==> src/rtl/ysyx_041514_execute_mdu.sv <==
`default_nettype none
// ============================================================================
// Module  : ysyx_041514_execute_mdu
// Brief   : Iterative radix-2 multiply / restoring-divide unit for the EX stage
// Revision: 1.0
// ============================================================================
module ysyx_041514_execute_mdu #(
    parameter int XLEN     = 64,
    parameter int WORD_LEN = 32
) (
    input  logic            clk,
    input  logic            rst,
    input  logic            req_valid_i,
    output logic            req_ready_o,
    input  logic [2:0]      op_i,
    input  logic            word_i,
    input  logic [XLEN-1:0] a_i,
    input  logic [XLEN-1:0] b_i,
    input  logic            flush_i,
    output logic            resp_valid_o,
    input  logic            resp_ready_i,
    output logic [XLEN-1:0] resp_data_o,
    output logic            busy_o
);

    localparam int CNT_W = $clog2(XLEN + 1);
    localparam logic [XLEN-1:0] ONES_W = (XLEN'(1) << WORD_LEN) - XLEN'(1);
    localparam logic [XLEN-1:0] MIN_W  = XLEN'(1) << (WORD_LEN - 1);
    localparam logic [XLEN-1:0] MIN_X  = XLEN'(1) << (XLEN - 1);

    typedef enum logic [1:0] {
        IDLE = 2'd0,
        CALC = 2'd1,
        FIX  = 2'd2,
        DONE = 2'd3
    } state_t;

    state_t state, state_next;

    function automatic logic [XLEN-1:0] fit(input logic [XLEN-1:0] x, input logic w);
        return w ? (x & ONES_W) : x;
    endfunction

    function automatic logic [XLEN-1:0] sext(input logic [XLEN-1:0] x, input logic w);
        logic [XLEN-1:0] y;
        y = x;
        if (w) y = x[WORD_LEN-1] ? (x | ~ONES_W) : (x & ONES_W);
        return y;
    endfunction

    // Request decode: operand width, signedness, magnitudes and early-out cases
    logic            is_div, word_eff, a_sgn_op, b_sgn_op, a_neg, b_neg;
    logic            b_zero, ovf, special, accept;
    logic [XLEN-1:0] a_l, b_l, a_mag, b_mag, special_result;

    always_comb begin
        is_div   = op_i[2];
        word_eff = word_i & (is_div | (op_i == 3'd0));
        a_l      = fit(a_i, word_eff);
        b_l      = fit(b_i, word_eff);
        a_sgn_op = is_div ? ~op_i[0] : ((op_i == 3'd1) || (op_i == 3'd2));
        b_sgn_op = is_div ? ~op_i[0] : (op_i == 3'd1);
        a_neg    = a_sgn_op & (word_eff ? a_i[WORD_LEN-1] : a_i[XLEN-1]);
        b_neg    = b_sgn_op & (word_eff ? b_i[WORD_LEN-1] : b_i[XLEN-1]);
        a_mag    = a_neg ? fit(-a_l, word_eff) : a_l;
        b_mag    = b_neg ? fit(-b_l, word_eff) : b_l;
        b_zero   = (b_l == '0);
        ovf      = is_div & ~op_i[0] & (a_l == (word_eff ? MIN_W : MIN_X))
                 & (b_l == fit({XLEN{1'b1}}, word_eff));
        special  = is_div & (b_zero | ovf);
        if (b_zero) special_result = op_i[1] ? sext(a_l, word_eff) : {XLEN{1'b1}};
        else        special_result = op_i[1] ? '0 : sext(a_l, word_eff);
    end

    assign req_ready_o  = (state == IDLE) & ~flush_i;
    assign accept       = req_valid_i & req_ready_o;
    assign resp_valid_o = (state == DONE);
    assign busy_o       = (state != IDLE);

    always_ff @(posedge clk or negedge rst) begin
        if (!rst) state <= IDLE;
        else      state <= state_next;
    end

    logic [CNT_W-1:0] cnt;

    always_comb begin
        state_next = state;
        if (flush_i) begin
            state_next = IDLE;
        end else begin
            case (state)
                IDLE: if (req_valid_i) state_next = special ? DONE : CALC;
                CALC: if (cnt == '0) state_next = FIX;
                FIX:  state_next = DONE;
                DONE: if (resp_ready_i) state_next = IDLE;
                default: state_next = IDLE;
            endcase
        end
    end

    // acc: product (mul) or {remainder, quotient} (div); opa: shifting multiplicand/dividend
    logic [2:0]        op_q;
    logic              word_q, a_neg_q, b_neg_q;
    logic [2*XLEN-1:0] acc, opa;
    logic [XLEN-1:0]   opb, result;

    logic            div_bit, div_ok;
    logic [XLEN:0]   div_shift, div_trial;

    always_comb begin
        div_bit   = word_q ? opa[WORD_LEN-1] : opa[XLEN-1];
        div_shift = {acc[2*XLEN-1:XLEN], div_bit};
        div_trial = div_shift - {1'b0, opb};
        div_ok    = ~div_trial[XLEN];
    end

    logic [2*XLEN-1:0] prod;
    logic [XLEN-1:0]   quo_raw, rem_raw, div_sel, fix_result;

    always_comb begin
        prod    = (a_neg_q ^ b_neg_q) ? -acc : acc;
        quo_raw = acc[XLEN-1:0];
        rem_raw = acc[2*XLEN-1:XLEN];
        div_sel = op_q[1] ? (a_neg_q ? -rem_raw : rem_raw)
                          : ((a_neg_q ^ b_neg_q) ? -quo_raw : quo_raw);
        if (op_q[2])            fix_result = sext(div_sel, word_q);
        else if (op_q == 3'd0)  fix_result = sext(prod[XLEN-1:0], word_q);
        else                    fix_result = prod[2*XLEN-1:XLEN];
    end

    always_ff @(posedge clk or negedge rst) begin
        if (!rst) begin
            op_q    <= '0;
            word_q  <= 1'b0;
            a_neg_q <= 1'b0;
            b_neg_q <= 1'b0;
            cnt     <= '0;
            acc     <= '0;
            opa     <= '0;
            opb     <= '0;
            result  <= '0;
        end else if (accept) begin
            op_q    <= op_i;
            word_q  <= word_eff;
            a_neg_q <= a_neg;
            b_neg_q <= b_neg;
            cnt     <= word_eff ? CNT_W'(WORD_LEN - 1) : CNT_W'(XLEN - 1);
            acc     <= '0;
            opa     <= {{XLEN{1'b0}}, a_mag};
            opb     <= b_mag;
            if (special) result <= special_result;
        end else if (!flush_i) begin
            if (state == CALC) begin
                cnt <= cnt - CNT_W'(1);
                opa <= opa << 1;
                if (op_q[2]) begin
                    acc[2*XLEN-1:XLEN] <= div_ok ? div_trial[XLEN-1:0] : div_shift[XLEN-1:0];
                    acc[XLEN-1:0]      <= {acc[XLEN-2:0], div_ok};
                end else begin
                    if (opb[0]) acc <= acc + opa;
                    opb <= opb >> 1;
                end
            end else if (state == FIX) begin
                result <= fix_result;
            end
        end
    end

    assign resp_data_o = result;

endmodule
`default_nettype wire
==> config.mk <==
export PLATFORM = sky130hd
export DESIGN_NAME = ysyx_041514_execute_mdu
export DESIGN_NICKNAME = d
export VERILOG_FILES = /design/src/rtl/ysyx_041514_execute_mdu.sv
export SDC_FILE = /design/constraint.sdc
export NUM_CORES = 2
export LEC_CHECK = 0
export BUFFER_PORTS_ARGS = -buffer_cell sky130_fd_sc_hd__buf_2
export CAP_MARGIN = 5
export CELL_PAD_IN_SITES_DETAIL_PLACEMENT = 1
export CELL_PAD_IN_SITES_GLOBAL_PLACEMENT = 2
export CORE_ASPECT_RATIO = 1.5
export CORE_MARGIN = 2
export CORE_UTILIZATION = 33
export CTS_BUF_LIST = sky130_fd_sc_hd__clkbuf_8 sky130_fd_sc_hd__clkbuf_16
export DETAILED_ROUTE_END_ITERATION = 10
export PLACE_DENSITY = 0.75
export SLEW_MARGIN = 20
export SYNTH_ARGS = -nofsm -noshare
export SYNTH_HDL_FRONTEND = slang
export SYNTH_SLANG_ARGS = --single-unit
==> constraint.sdc <==
create_clock -name clk -period 5 [get_ports clk]
set_input_delay 1.25 -clock clk [delete_from_list [all_inputs] [get_ports clk]]
set_output_delay 1.25 -clock clk [all_outputs]
set_load 0.03 [all_outputs]
# ---- Yosys cells after proc, flatten, opt, wreduce, memory -nomap -nowiden
# Cells that the tools add are included.
# W data, S select, Z words.
dict set report word_totals {
  ff_bits 399
  output_inout_bits 67
  word_cells 118
}
dict set report classes {
  add_sub_neg 8
  n_eq_ne 14
  mux 56
  bitwise_logic 15
  reduce_logical 15
}
# op n
set op_table {}
lappend op_table {{$mux W64} 32}
lappend op_table {{$mux W128} 9}
lappend op_table {{$neg A64 Y64} 4}
lappend op_table {{$add A128 B128 Y128} 1}
lappend op_table {{$eq A64 B64 Y1} 2}
lappend op_table {{$neg A128 Y128} 1}
lappend op_table {{$sub A65 B64 Y65} 1}
lappend op_table {{$logic_not A64 Y1} 1}
lappend op_table {{$mux W7} 3}
lappend op_table {{$mux W2} 5}
lappend op_table {{$and A1 B1 Y1} 9}
lappend op_table {{$reduce_and A3 Y1} 3}
lappend op_table {{$pmux W2 S4} 1}
lappend op_table {{$logic_not A7 Y1} 1}
lappend op_table {{$sub A7 B1 Y7 const B} 1}
lappend op_table {{$logic_not A3 Y1} 2}
lappend op_table {{$mux W6} 1}
lappend op_table {{$ne A2 B2 Y1 const B} 3}
lappend op_table {{$ne A3 B3 Y1 const B} 2}
lappend op_table {{$reduce_bool A2 Y1} 3}
lappend op_table {{$mux W1} 5}
lappend op_table {{$eq A2 B2 Y1 const B} 2}
lappend op_table {{$reduce_and A4 Y1} 1}
lappend op_table {{$eq A3 B1 Y1 const B} 1}
lappend op_table {{other kinds (11)} 14}

# ---- Longest topological paths before layout
dict set report logic_depth {
  word_depth 13
  depth_mapped 19
}

# ---- Worst setup path after synthesis
# OpenSTA, ideal clock, no wires.
dict set report synth_timing {
  kind {reg2reg}
  from {reg word_q}
  to {reg acc[114]}
  setup_ns 0.134
  t_arrival_ns 4.600
  setup_slack_ns 0.267
  stages_incl_launch_ff 20
  period_less_slack_ns 4.733
  path_cell_list {dfrtp_1 clkbuf_1 clkbuf_1 mux2i_1 ha_1 fa_1 nand2b_1 a21oi_1 o21ai_0 a211oi_1 o2111ai_1 a2111oi_0 nor3b_1 nor3_1 clkbuf_1 buf_1 mux2i_1 nor2_1 a21oi_1 o21ai_0}
}
dict set report synth_between {
  elab_chain_len 7
}
# element line_no
set synth_rtl {}
lappend synth_rtl {{start, declared} 104} ;# logic word_q, a_neg_q, b_neg_q;
lappend synth_rtl {{start signal, assigned} 145} ;# word_q <= word_eff;
lappend synth_rtl {{$mux W1} 112} ;# div_bit = word_q ? opa[WORD_LEN-1] : opa[XLEN-1];
lappend synth_rtl {{$sub A65 B64 Y65} 114} ;# div_trial = div_shift - {1'b0, opb};
lappend synth_rtl {{$mux W64} 158} ;# acc[2*XLEN-1:XLEN] <= div_ok ? div_trial[XLEN-1:0] : div_shift[XLEN-1:0];
lappend synth_rtl {{$mux W128} 157} ;# if (op_q[2]) begin
lappend synth_rtl {{$mux W128} 154} ;# if (state == CALC) begin
lappend synth_rtl {{$mux W128} 153} ;# end else if (!flush_i) begin
lappend synth_rtl {{$mux W128} 143} ;# end else if (accept) begin
lappend synth_rtl {{end signal, assigned by index} 158}
lappend synth_rtl {{end signal, assigned by index} 159} ;# acc[XLEN-1:0] <= {acc[XLEN-2:0], div_ok};
lappend synth_rtl {{end signal, assigned} 161} ;# if (opb[0]) acc <= acc + opa;
lappend synth_rtl {{end, declared} 105} ;# logic [2*XLEN-1:0] acc, opa;
# No other way between the ends. The select of a mux whose other input is x is not followed.
# A chain may end at the register's enable or synchronous reset.

# ---- Worst setup path in the final report
dict set report layout_timing {
  from {reg acc[1]}
  to {reg acc[103]}
}
dict set report layout_between {
  elab_chain_len 6
}
# element line_no
set layout_rtl {}
lappend layout_rtl {{$add A128 B128 Y128} 161}
lappend layout_rtl {{$mux W128} 161}
lappend layout_rtl {{$mux W128} 157}
lappend layout_rtl {{$mux W128} 154}
lappend layout_rtl {{$mux W128} 153}
lappend layout_rtl {{$mux W128} 143}
# No other way between the ends. The select of a mux whose other input is x is not followed.

==> impl_metrics.env <==
export IMPL_outcome="finished clean"
export IMPL_timing_reg2reg_setup_slack_ns=0.15
export IMPL_crit_arrival_ns=5.39
export IMPL_synthCells=5482
export IMPL_ys_seq_elements=399
export IMPL_synthXorXnorAreaFrac=0.108
export IMPL_cp_start_kind="register"
export IMPL_route_met2_wl_um=113000
export IMPL_synthTopCellsByArea="dfrtp_1 25%, a21oi_1 8.3%, nand2_1 6.9%, ha_1 6.4%, o21ai_0 6.1%"
export IMPL_path_clk_slew_ns=0.06
export IMPL_whs_ns=0.522
export IMPL_syn_area_um2=39700
export IMPL_ys_warn_count=0
export IMPL_ys_types=86
export IMPL_first_global_vias=46500
export IMPL_drc=0
export IMPL_dpl_hpwl_um=185000
export IMPL_slew_headroom=0.129
export IMPL_drv_slew=0
export IMPL_die_h_um=429
export IMPL_row_count=155
export IMPL_synth_edf_count=0
export IMPL_gp_routability_congestion=1.04
export IMPL_start_util=0.333
export IMPL_rr_startpoint="acc[1]$_DFFE_PN0P_"
export IMPL_yosysSeqAreaShare=0.252
export IMPL_synthAdderAreaFrac=0.0729
export IMPL_synth_most_common_cell="nand2_1"
export IMPL_fin_skew_ns=0.0401
export IMPL_wl_met1_um=79600
export IMPL_grt_usage=0.369
export IMPL_max_vdd_ir_drop_uv=380
export IMPL_cp_required_ns=5.54
export IMPL_postPlaceCellArea_um2=44000
export IMPL_hold_path_class="register to register"
export IMPL_wl_um=233000
export IMPL_leakage_nw=19.2
export IMPL_synth_nets=5824
export IMPL_min_period_over_period=0.969
export IMPL_cts_tree="yes"
export IMPL_r2r_end="acc[103]$_DFFE_PN0P_"
export IMPL_synth_compound_area_frac=0.291
export IMPL_post_cts_buffers=0
export IMPL_grt_max_degree=121
export IMPL_synth_top_area_share=0.252
export IMPL_numCtsBuffers=49
export IMPL_crit_fanout=6
export IMPL_cts_sinks=399
export IMPL_min_to="opb[23]$_DFFE_PN0P_"
export IMPL_rsz0062_at_grt="false"
export IMPL_ioPinCount=204
export IMPL_drt_iter0_drc=3430
export IMPL_portBuffers=203
export IMPL_viasPerCell=6.20
export IMPL_worst_setup_path_type="register to register"
export IMPL_die_w_um=287
export IMPL_antenna_found_initial=11
export IMPL_drive_above_1_share=0.120
export IMPL_synth_top_cells_by_count="734 x nand2_1, 658 x a21oi_1, 580 x nor2_1"
export IMPL_hold_viol_final=0
export IMPL_maxCapViolCount=0
export IMPL_wl_met3_um=11300
export IMPL_die_area_um2=123000
export IMPL_synthSimpleGateAreaFrac=0.209
export IMPL_synthArstFlopShare=1.00
export IMPL_vias=45300
export IMPL_synthMuxAreaShare=0.0152
export IMPL_cts_max_level=2
export IMPL_first_pass_iters=6
export IMPL_clock_path_buffers=3
export IMPL_grt_overflow_total=0
export IMPL_worst_pin_slew_ns=1.29
export IMPL_drtAntennaViolNets=0
export IMPL_fin_nets=6023
export IMPL_fin_area_um2=45800
export IMPL_grt_pass1_wl_um=331000
export IMPL_final_util=0.385
export IMPL_core_um2=119000
export IMPL_min_from="opb[23]$_DFFE_PN0P_"
export IMPL_insertion_delay_ns=0.66
export IMPL_min_period_ns=4.85
export IMPL_area_delta_synth_final_pct=15.5
export IMPL_netlist_top_cell_by_area="dfrtp_1"
export IMPL_synth_top_family_by_area="compound AO/OA/AOI/OAI gates"
export IMPL_whs_path_depth=2
export IMPL_end_kind="register"
export IMPL_ys_flop_type="dfrtp_1"
export IMPL_finalSetupViolations=0
export IMPL_power_density_nw_per_um2=855
export IMPL_max_freq_mhz=206
export IMPL_avgSynthCellArea_um2=7.24
export IMPL_r2r_cells=15
export IMPL_wl_per_cell_um=31.9
export IMPL_top_layer="met5"
export IMPL_cts_root_buf="clkbuf_16"
-- power breakdown --
group	internal, mW	switching (mW)
Clock	2.24	1.71
Sequential	4.45	2.66
Combinational	9.06	19.0
-- sequential cells by signal (all words and copies together), names as in the netlist --
signal	cells
acc	128
opa	128
opb	64
resp_data_o	64
cnt	7
op_q	3
state	2
a_neg_q	1
b_neg_q	1
word_q	1
-- worst max path at each step --
| stage | slack, ns | end | depth (start not counted) | startpoint |
|---|---|---|---|---|
| 2_1_floorplan | 0.27 | acc[114]$_DFFE_PN0P_ | 19 | word_q$_DFFE_PN0P_ |
| 3_3_place_gp | 0.009 | acc[121]$_DFFE_PN0P_ | 15 | opa[8]$_DFFE_PN0P_ |
| 3_5_place_dp | -0.06 | acc[117]$_DFFE_PN0P_ | 15 | opa[8]$_DFFE_PN0P_ |
| 4_1_cts | 0.05 | acc[117]$_DFFE_PN0P_ | 16 | acc[14]$_DFFE_PN0P_ |
| 5_1_grt | 0.03 | acc[0]$_DFFE_PN0P_ | 20 | opa[31]$_DFFE_PN0P_ |
| 6_report | 0.15 | acc[103]$_DFFE_PN0P_ | 15 | acc[1]$_DFFE_PN0P_ |
-- area by class of cell --
class	count	area [µm²]
fill	14800	73300
multi-input combinational	4535	27800
sequential	399	9990
timing repair buffer	531	3720
tap	1570	1960
clock buffer	60	1390
inverter	165	619
clock inverter	31	324
antenna	6	15.0
-- stage by stage --
step | power (mW) | std cells | worst slack, ns | TNS, ns
2_1_floorplan | 21.5 | 5482 | 0.267 | 0
3_3_place_gp | 33.7 | 7199 | 0.00863 | 0
3_5_place_dp | 34.0 | 7199 | -0.0600 | -0.105
4_1_cts | 38.1 | 7290 | 0.0486 | 0
5_1_grt | 40.7 | 7292 | 0.0292 | 0
6_report | 39.2 | 7297 | 0.154 | 0
-- worst max-delay path, stage by stage (launching register included) --
cell and delay, ns:
dfrtp_1 0.47, ha_1 0.34, a211oi_1 0.21, o21bai_1 0.17
buf_4 0.17, a21boi_0 0.57, o41ai_1 0.16, buf_4 0.18
a211oi_1 0.46, o31ai_2 0.20, a31oi_1 0.48, o21a_1 0.35
o21bai_1 0.18, a31oi_1 0.29, xnor2_1 0.16, a221o_1 0.34
-- layer usage --
metal / vias up / track usage
met3: 769 / 0.0548
met5: - / 0
met2: 1720 / 0.636
li1: 20200 / -
met1: 22600 / 0.372
met4: 4 / 0.366
-- cell families (layout without fill, tap and decap cells) --
kind of cell	after synthesis	count (layout)
AOI/OAI and AO/OA	1887	1887
other	0	6
buffers and inverters	548	787
and+or+nand+nor	1862	1862
adders and majority gates	236	236
muxes	60	60
DFF	399	399
xor gates and xnor gates	490	490
-- cell usage in the layout (no fill, tap or decap), types with 58 or more instances in the layout --
master,count
buf_2,202
xor2_1,243
nor3_1,108
nor2_1,575
buf_4,309
a21o_1,80
inv_1,172
xnor2_1,242
a21oi_1,654
nand3_1,64
o21ai_0,480
o211ai_1,58
nand2_1,733
dfrtp_1,396
a31oi_1,91
ha_1,203
o31ai_1,72
a221oi_1,75
nand4_1,99
-- repair_timing --
| action | in CTS | in global routing |
|---|---|---|
| setup endpoints to repair | 2 | 7 |
| resized for setup | 1 | 5 |
| hold buffers | 0 | 0 |
| cloned | 0 | 0 |
Note: power is estimated with default switching activity, not from simulation.
